## src/rtl/uart_pkg.sv

```systemverilog
// Shared UART definitions: default frame/baud parameters and the one-hot
// receiver state encoding, used by uart_rx, uart_tx and uart_rx_interface.
package uart_pkg;

    localparam int NB_DATA_DEF  = 8;
    localparam int N_TICKS_DEF  = 16;
    localparam int BAUD_DIV_DEF = 163;

    typedef enum logic [4:0] {
        ST_IDLE   = 5'b00001,
        ST_START  = 5'b00010,
        ST_DATA   = 5'b00100,
        ST_PARITY = 5'b01000,
        ST_STOP   = 5'b10000
    } rxState_e;

endpackage

```

## src/rtl/baud_rate_gen.sv

```systemverilog
// Free-running oversampling tick generator: counts 0..BAUD_DIV-1 and emits a
// one-cycle tick on the last count. Shared by the UART receiver and transmitter.
module baud_rate_gen
    import uart_pkg::*;
#(
    parameter int BAUD_DIV = BAUD_DIV_DEF
) (
    input  logic i_clock,
    input  logic i_reset,
    output logic o_tick
);

    localparam int CW = (BAUD_DIV > 1) ? $clog2(BAUD_DIV) : 1;
    localparam logic [CW-1:0] LAST = CW'(BAUD_DIV - 1);

    logic [CW-1:0] count_q;
    logic [CW-1:0] count_d;

    // Wrap back to zero after the last count, otherwise advance by one.
    always_comb begin
        count_d = (count_q == LAST) ? '0 : count_q + 1'b1;
    end

    // Divider register.
    always_ff @(posedge i_clock) begin
        if (i_reset) count_q <= '0;
        else         count_q <= count_d;
    end

    assign o_tick = (count_q == LAST);

endmodule

```

## src/rtl/uart_rx.sv

```systemverilog
// UART receiver: 2-flop synchronised input, oversampled start/data/stop
// detection with a one-hot FSM, registered valid and frame-error pulses.
// Optional even-parity bit is enabled by defining UART_RX_PARITY_EN, which
// adds the PARITY state and the o_parity_error port.
module uart_rx
    import uart_pkg::*;
#(
    parameter int NB_DATA  = NB_DATA_DEF,
    parameter int N_TICKS  = N_TICKS_DEF,
    parameter int BAUD_DIV = BAUD_DIV_DEF
) (
    input  logic               i_clock,
    input  logic               i_reset,
    input  logic               i_rx,
    output logic [NB_DATA-1:0] o_rx_data,
    output logic               o_rx_data_valid,
    output logic               o_frame_error,
    output logic               o_busy
`ifdef UART_RX_PARITY_EN
    ,
    output logic               o_parity_error
`endif
);

    localparam int NB = $clog2(N_TICKS);
    localparam int BW = $clog2(NB_DATA + 1);
    localparam logic [NB-1:0] HALF_LAST = NB'(N_TICKS / 2 - 1);
    localparam logic [NB-1:0] FULL_LAST = NB'(N_TICKS - 1);
    localparam logic [BW-1:0] LAST_BIT  = BW'(NB_DATA - 1);

    logic               tick;
    logic               rxSync1_q;
    logic               rxSync2_q;
    logic               rxIn;
    rxState_e           state_q,     state_d;
    logic [NB-1:0]      sampleCnt_q, sampleCnt_d;
    logic [BW-1:0]      bitCnt_q,    bitCnt_d;
    logic [NB_DATA-1:0] shift_q,     shift_d;
    logic [NB_DATA-1:0] rxData_q,    rxData_d;
    logic               valid_q,     valid_d;
    logic               frameErr_q,  frameErr_d;
`ifdef UART_RX_PARITY_EN
    logic               parityBit_q, parityBit_d;
    logic               parityErr_q, parityErr_d;
`endif

    baud_rate_gen #(.BAUD_DIV(BAUD_DIV)) uBaudGen (
        .i_clock (i_clock),
        .i_reset (i_reset),
        .o_tick  (tick)
    );

    // Two-flop synchroniser on the asynchronous line; idles high out of reset.
    always_ff @(posedge i_clock) begin
        if (i_reset) begin
            rxSync1_q <= 1'b1;
            rxSync2_q <= 1'b1;
        end else begin
            rxSync1_q <= i_rx;
            rxSync2_q <= rxSync1_q;
        end
    end

    assign rxIn = rxSync2_q;

    // Next-state logic: sample mid start bit, then once per bit period.
    always_comb begin
        state_d     = state_q;
        sampleCnt_d = sampleCnt_q;
        bitCnt_d    = bitCnt_q;
        shift_d     = shift_q;
        rxData_d    = rxData_q;
        valid_d     = 1'b0;
        frameErr_d  = 1'b0;
`ifdef UART_RX_PARITY_EN
        parityBit_d = parityBit_q;
        parityErr_d = 1'b0;
`endif
        case (state_q)
            ST_IDLE: begin
                if (!rxIn) begin
                    state_d     = ST_START;
                    sampleCnt_d = '0;
                end
            end
            ST_START: begin
                if (tick) begin
                    if (sampleCnt_q == HALF_LAST) begin
                        if (!rxIn) begin
                            state_d     = ST_DATA;
                            sampleCnt_d = '0;
                            bitCnt_d    = '0;
                        end else begin
                            state_d = ST_IDLE;
                        end
                    end else begin
                        sampleCnt_d = sampleCnt_q + 1'b1;
                    end
                end
            end
            ST_DATA: begin
                if (tick) begin
                    if (sampleCnt_q == FULL_LAST) begin
                        shift_d     = {rxIn, shift_q[NB_DATA-1:1]};
                        sampleCnt_d = '0;
                        bitCnt_d    = bitCnt_q + 1'b1;
                        if (bitCnt_q == LAST_BIT) begin
`ifdef UART_RX_PARITY_EN
                            state_d = ST_PARITY;
`else
                            state_d = ST_STOP;
`endif
                        end
                    end else begin
                        sampleCnt_d = sampleCnt_q + 1'b1;
                    end
                end
            end
`ifdef UART_RX_PARITY_EN
            ST_PARITY: begin
                if (tick) begin
                    if (sampleCnt_q == FULL_LAST) begin
                        parityBit_d = rxIn;
                        sampleCnt_d = '0;
                        state_d     = ST_STOP;
                    end else begin
                        sampleCnt_d = sampleCnt_q + 1'b1;
                    end
                end
            end
`endif
            ST_STOP: begin
                if (tick) begin
                    if (sampleCnt_q == FULL_LAST) begin
                        state_d = ST_IDLE;
                        if (!rxIn) begin
                            frameErr_d = 1'b1;
`ifdef UART_RX_PARITY_EN
                        end else if ((^shift_q) != parityBit_q) begin
                            parityErr_d = 1'b1;
`endif
                        end else begin
                            rxData_d = shift_q;
                            valid_d  = 1'b1;
                        end
                    end else begin
                        sampleCnt_d = sampleCnt_q + 1'b1;
                    end
                end
            end
            default: begin
                state_d = ST_IDLE;
            end
        endcase
    end

    // State, counters, shift register and registered output pulses.
    always_ff @(posedge i_clock) begin
        if (i_reset) begin
            state_q     <= ST_IDLE;
            sampleCnt_q <= '0;
            bitCnt_q    <= '0;
            shift_q     <= '0;
            rxData_q    <= '0;
            valid_q     <= 1'b0;
            frameErr_q  <= 1'b0;
`ifdef UART_RX_PARITY_EN
            parityBit_q <= 1'b0;
            parityErr_q <= 1'b0;
`endif
        end else begin
            state_q     <= state_d;
            sampleCnt_q <= sampleCnt_d;
            bitCnt_q    <= bitCnt_d;
            shift_q     <= shift_d;
            rxData_q    <= rxData_d;
            valid_q     <= valid_d;
            frameErr_q  <= frameErr_d;
`ifdef UART_RX_PARITY_EN
            parityBit_q <= parityBit_d;
            parityErr_q <= parityErr_d;
`endif
        end
    end

    assign o_rx_data       = rxData_q;
    assign o_rx_data_valid = valid_q;
    assign o_frame_error   = frameErr_q;
    assign o_busy          = (state_q != ST_IDLE);
`ifdef UART_RX_PARITY_EN
    assign o_parity_error  = parityErr_q;
`endif

endmodule

```

## config.mk

```make
export PLATFORM = sky130hd
export DESIGN_NAME = uart_rx
export DESIGN_NICKNAME = d
export VERILOG_FILES = /design/src/rtl/uart_pkg.sv /design/src/rtl/baud_rate_gen.sv /design/src/rtl/uart_rx.sv
export SDC_FILE = /design/constraint.sdc
export NUM_CORES = 1
export LEC_CHECK = 0
export CAP_MARGIN = 40
export CORE_MARGIN = 5
export CORE_UTILIZATION = 40
export DETAILED_ROUTE_END_ITERATION = 16
export GPL_ROUTABILITY_DRIVEN = 0
export RECOVER_POWER = 50
export SETUP_SLACK_MARGIN = 0.2
export SYNTH_ARGS = -nofsm -noshare
export SYNTH_HDL_FRONTEND = slang
export SYNTH_SLANG_ARGS = --single-unit
export TNS_END_PERCENT = 20
```

## constraint.sdc

```tcl
create_clock -name i_clock -period 3.4 [get_ports i_clock]
set_clock_uncertainty 0.2 [all_clocks]
set_input_delay 0.68 -clock i_clock [delete_from_list [all_inputs] [get_ports i_clock]]
set_output_delay 0.68 -clock i_clock [all_outputs]
set_load 0.02 [all_outputs]
```

==> impl_metrics.yaml <==
grt:
  grt_antenna_before_repair: 0
  first_global_vias: 1304
  track_usage: 0.126
  grt_max_degree: 23
  global_route_wire_length_before_repair_mm: 6.32
  grt-ovfl-total: 0
placement:
  hpwlAfterDp_mm: 2.52
  io_buffer_count: 13
floorplanning:
  floorplan.die_area_sq_mm: 0.00622
  fp-row-count: 25
  floorplan.io_pins: 14
  fp.coreArea_sq_mm: 0.00466
  initial_utilization: 0.407
  floorplan.die.height_um: 78.9
  die_w_um: 78.9
timing:
  hold-worst-slack_ns: 0.219
  maxSlewViolCount: 0
  finalWorstPathRequiredPeriod_ns: 2.97
  report.final.setup_viol: 0
  timing.slew.headroom: 0.381
  worst_slew_pin_slew_ns: 0.928
  timing.fmax_ghz: 0.337
  post-route-period-util: 0.873
  tns_ns: 0
  timing_hold_violations_final: 0
  rsz0062_at_grt: "false"
clocking:
  cts.repair.resized: 0
  cts_hold_buffers: 0
  clock_insertion_delay_worst_skew_ns: 0.29
  cts-root-buf: "sky130_fd_sc_hd__clkbuf_8"
  cts.clk_slew.worst_paths_ns: 0.08
  cts.sink_count: 40
  cts_inserted_buffers: 5
  clockBufferDepth: 2
  post_cts_setup_buffers: 0
  h_tree_depth: 2
  cts_tree: "yes"
setup_path:
  reg2reg_to: "o_rx_data[4]"
  setup.reg_to_reg.worst_slack_ns: 0.62
  cp.arrival_ns: 2.09
  worst-setup-path-type: "reg2out"
  cp.required_ns: 2.52
  capturing_element_type_of_the_critical_path: "primary output"
  worst_r2r_path_depth: 8
  crit_path_start_kind: "flop"
  rr_startpoint: "uBaudGen.count_q[0]"
  critPathMaxFanout: 9
detailed_routing:
  detail_route.first_pass.iterations: 4
  routed-via-count: 1402
  dr.first_iter.drc_count: 73
  drc_errors: 0
  drt-total-wl_mm: 3.60
  vias_per_cell: 5.27
  post_drt_wl_per_cell_um: 13.5
  ant_nets: 0
worst_hold_path:
  hold_end: "rxIn"
  launch_point_of_the_worst_hold_path: "rxSync1_q"
  hold_path_depth: 1
  hold_path.class: "reg2reg"
outcome:
  status: "finished clean"
logic_synthesis:
  post_synth_num_cell_types: 43
  synth_sequential_area_ratio: 0.422
  fraction_of_synthesis_flops_using_an_asynchronous_set_or_reset_pin: 0
  yosysTopAreaCellShare: 0.422
  ys.warnings.count: 0
  syn-instance-count: 202
  synth_top_cells_by_area: "sky130_fd_sc_hd__dfxtp_1 (42%), sky130_fd_sc_hd__mux2i_1 (8.4%), sky130_fd_sc_hd__nor2_1 (5.1%), sky130_fd_sc_hd__xor2_1 (3.2%), sky130_fd_sc_hd__a21oi_1 (2.9%)"
  syn_area_per_cell_sq_um: 9.39
  yosysTopAreaCell: "sky130_fd_sc_hd__dfxtp_1"
  synth_fp_nets: 209
  synth_seq_cells: 40
  netlist_area_sq_mm: 0.00190
  synth_flop_cell: "sky130_fd_sc_hd__dfxtp_1"
  synth-edff-count: 0
pwr:
  pwr-share-comb: 0.181
  vdd_drop_max_v: 0.000265
  pwr-share-clk: 0.361
  p_per_area_mw_per_mm2: 538
  switchingPower_uw: 324
  seq_power_share: 0.458
  cell_internal_pwr_uw: 839
  swShare: 0.279
  static-leakage-power_uw: 0.000839
job:
  maxCapViolCount: 0
layout:
  area_growth_syn_to_layout_pct: 13.9
  layout.nets: 218
  antennaDiodeCount: 0
  drive_gt1_frac: 0.0755
-- per-layer routing --
layer  track usage  routed length [um]  vias up
met4        0.0464                  28        0
met3        0.0397                 127        4
li1              -                   -      737
met5             0                   0        -
met1         0.177                1840      640
met2         0.182                1600       21
-- how the worst max path moves through the flow --
stage | startpoint | endpoint | slack, ns | cells past startpoint
2_1_floorplan | state_q[4] | o_busy | 1.38 | 3
3_3_place_gp | state_q[0] | o_busy | 0.79 | 3
3_5_place_dp | state_q[0] | o_busy | 0.73 | 3
4_1_cts | state_q[0] | o_busy | 0.39 | 3
5_1_grt | state_q[0] | o_busy | 0.26 | 3
6_report | state_q[0] | o_busy | 0.43 | 3
-- worst max-delay path: stages (launching register included) --
cell and delay, ns:
sky130_fd_sc_hd__dfxtp_1 0.54, sky130_fd_sc_hd__nor4b_2 0.61, sky130_fd_sc_hd__inv_1 0.09, sky130_fd_sc_hd__clkdlybuf4s50_1 0.55
-- sequential cells by signal, summed over array words and instances, names as in the netlist --
| register | flops |
|---|---|
| bitCnt_q | 4 |
| o_frame_error | 1 |
| o_rx_data | 8 |
| o_rx_data_valid | 1 |
| rxIn | 1 |
| rxSync1_q | 1 |
| sampleCnt_q | 4 |
| shift_q | 8 |
| state_q | 4 |
| uBaudGen.count_q | 8 |
-- cells by family after synthesis --
family | synth area share
XOR/XNOR | 0.0416
adder cells (fa/ha/maj) | 0.0264
buffers and inverters | 0.0501
flip-flops | 0.422
AO/OA/AOI/OAI | 0.140
AND/OR/NAND/NOR | 0.235
multiplexers | 0.0844
-- placed cells by master, fill, tap and decap left out, drive strengths merged, types with 4 or more instances in the layout --
master       count
mux2i           16
o21ai            7
nor3             6
inv              6
nand3            9
nand2b           4
ha               4
nand2            5
nor2            26
clkbuf          10
dlygate4sd3     11
nor4b            4
and3             5
dfxtp           40
nand3b           4
xor2             7
a21oi           12
-- metrics by stage --
| step | power, uW | worst slack (ns) | std cells | utilization | area (sq um) |
|---|---|---|---|---|---|
| finish | 1160 | 0.432 | 266 | 0.463 | 2160 |
| global route | 1230 | 0.260 | 266 | 0.463 | 2160 |
| global placement | 756 | 0.794 | 258 | 0.439 | 2040 |
| detailed placement | 757 | 0.726 | 258 | 0.439 | 2040 |
| CTS | 1180 | 0.393 | 266 | 0.466 | 2170 |
| floorplan | 706 | 1.38 | 202 | - | 1900 |
-- cell usage after synthesis, types with 2 or more instances --
cell type and instances:
sky130_fd_sc_hd__o21ai_0 7, sky130_fd_sc_hd__ha_1 4, sky130_fd_sc_hd__xor2_1 7, sky130_fd_sc_hd__o211ai_1 2, sky130_fd_sc_hd__xnor2_1 2, sky130_fd_sc_hd__clkbuf_1 7, sky130_fd_sc_hd__buf_4 2, sky130_fd_sc_hd__buf_2 3
sky130_fd_sc_hd__a21o_1 3, sky130_fd_sc_hd__inv_1 6, sky130_fd_sc_hd__a22o_1 2, sky130_fd_sc_hd__nand3b_1 4, sky130_fd_sc_hd__a21oi_1 11, sky130_fd_sc_hd__nand4_1 2, sky130_fd_sc_hd__nor2_1 26, sky130_fd_sc_hd__nor4b_2 3
sky130_fd_sc_hd__a22oi_1 2, sky130_fd_sc_hd__and3_1 5, sky130_fd_sc_hd__nand2_1 5, sky130_fd_sc_hd__nor3_1 6, sky130_fd_sc_hd__nand2b_1 4, sky130_fd_sc_hd__a311oi_1 2, sky130_fd_sc_hd__dfxtp_1 40, sky130_fd_sc_hd__mux2i_1 16
sky130_fd_sc_hd__and4_1 2, sky130_fd_sc_hd__nand3_1 9, sky130_fd_sc_hd__or2_2 2, sky130_fd_sc_hd__nand4b_1 3
-- power groups by stage --
stage / logic, uW / registers, uW / clock network (uW)
after floorplan: 200 / 505 / 0
final: 211 / 533 / 419
after global placement: 214 / 542 / 0
after global routing: 240 / 537 / 458
after detailed placement: 214 / 543 / 0
after CTS: 215 / 533 / 431
-- final cells by class --
type                       instances  area (sq um)
tap                               54          67.6
multi-input combinational        142          1000
timing repair buffer              16           141
fill                             456          2500
clock inverter                     1          30.0
sequential                        40           801
clock buffer                       7          96.3
inverter                           6          22.5
No activity file was read; power rests on OpenSTA's default activity.
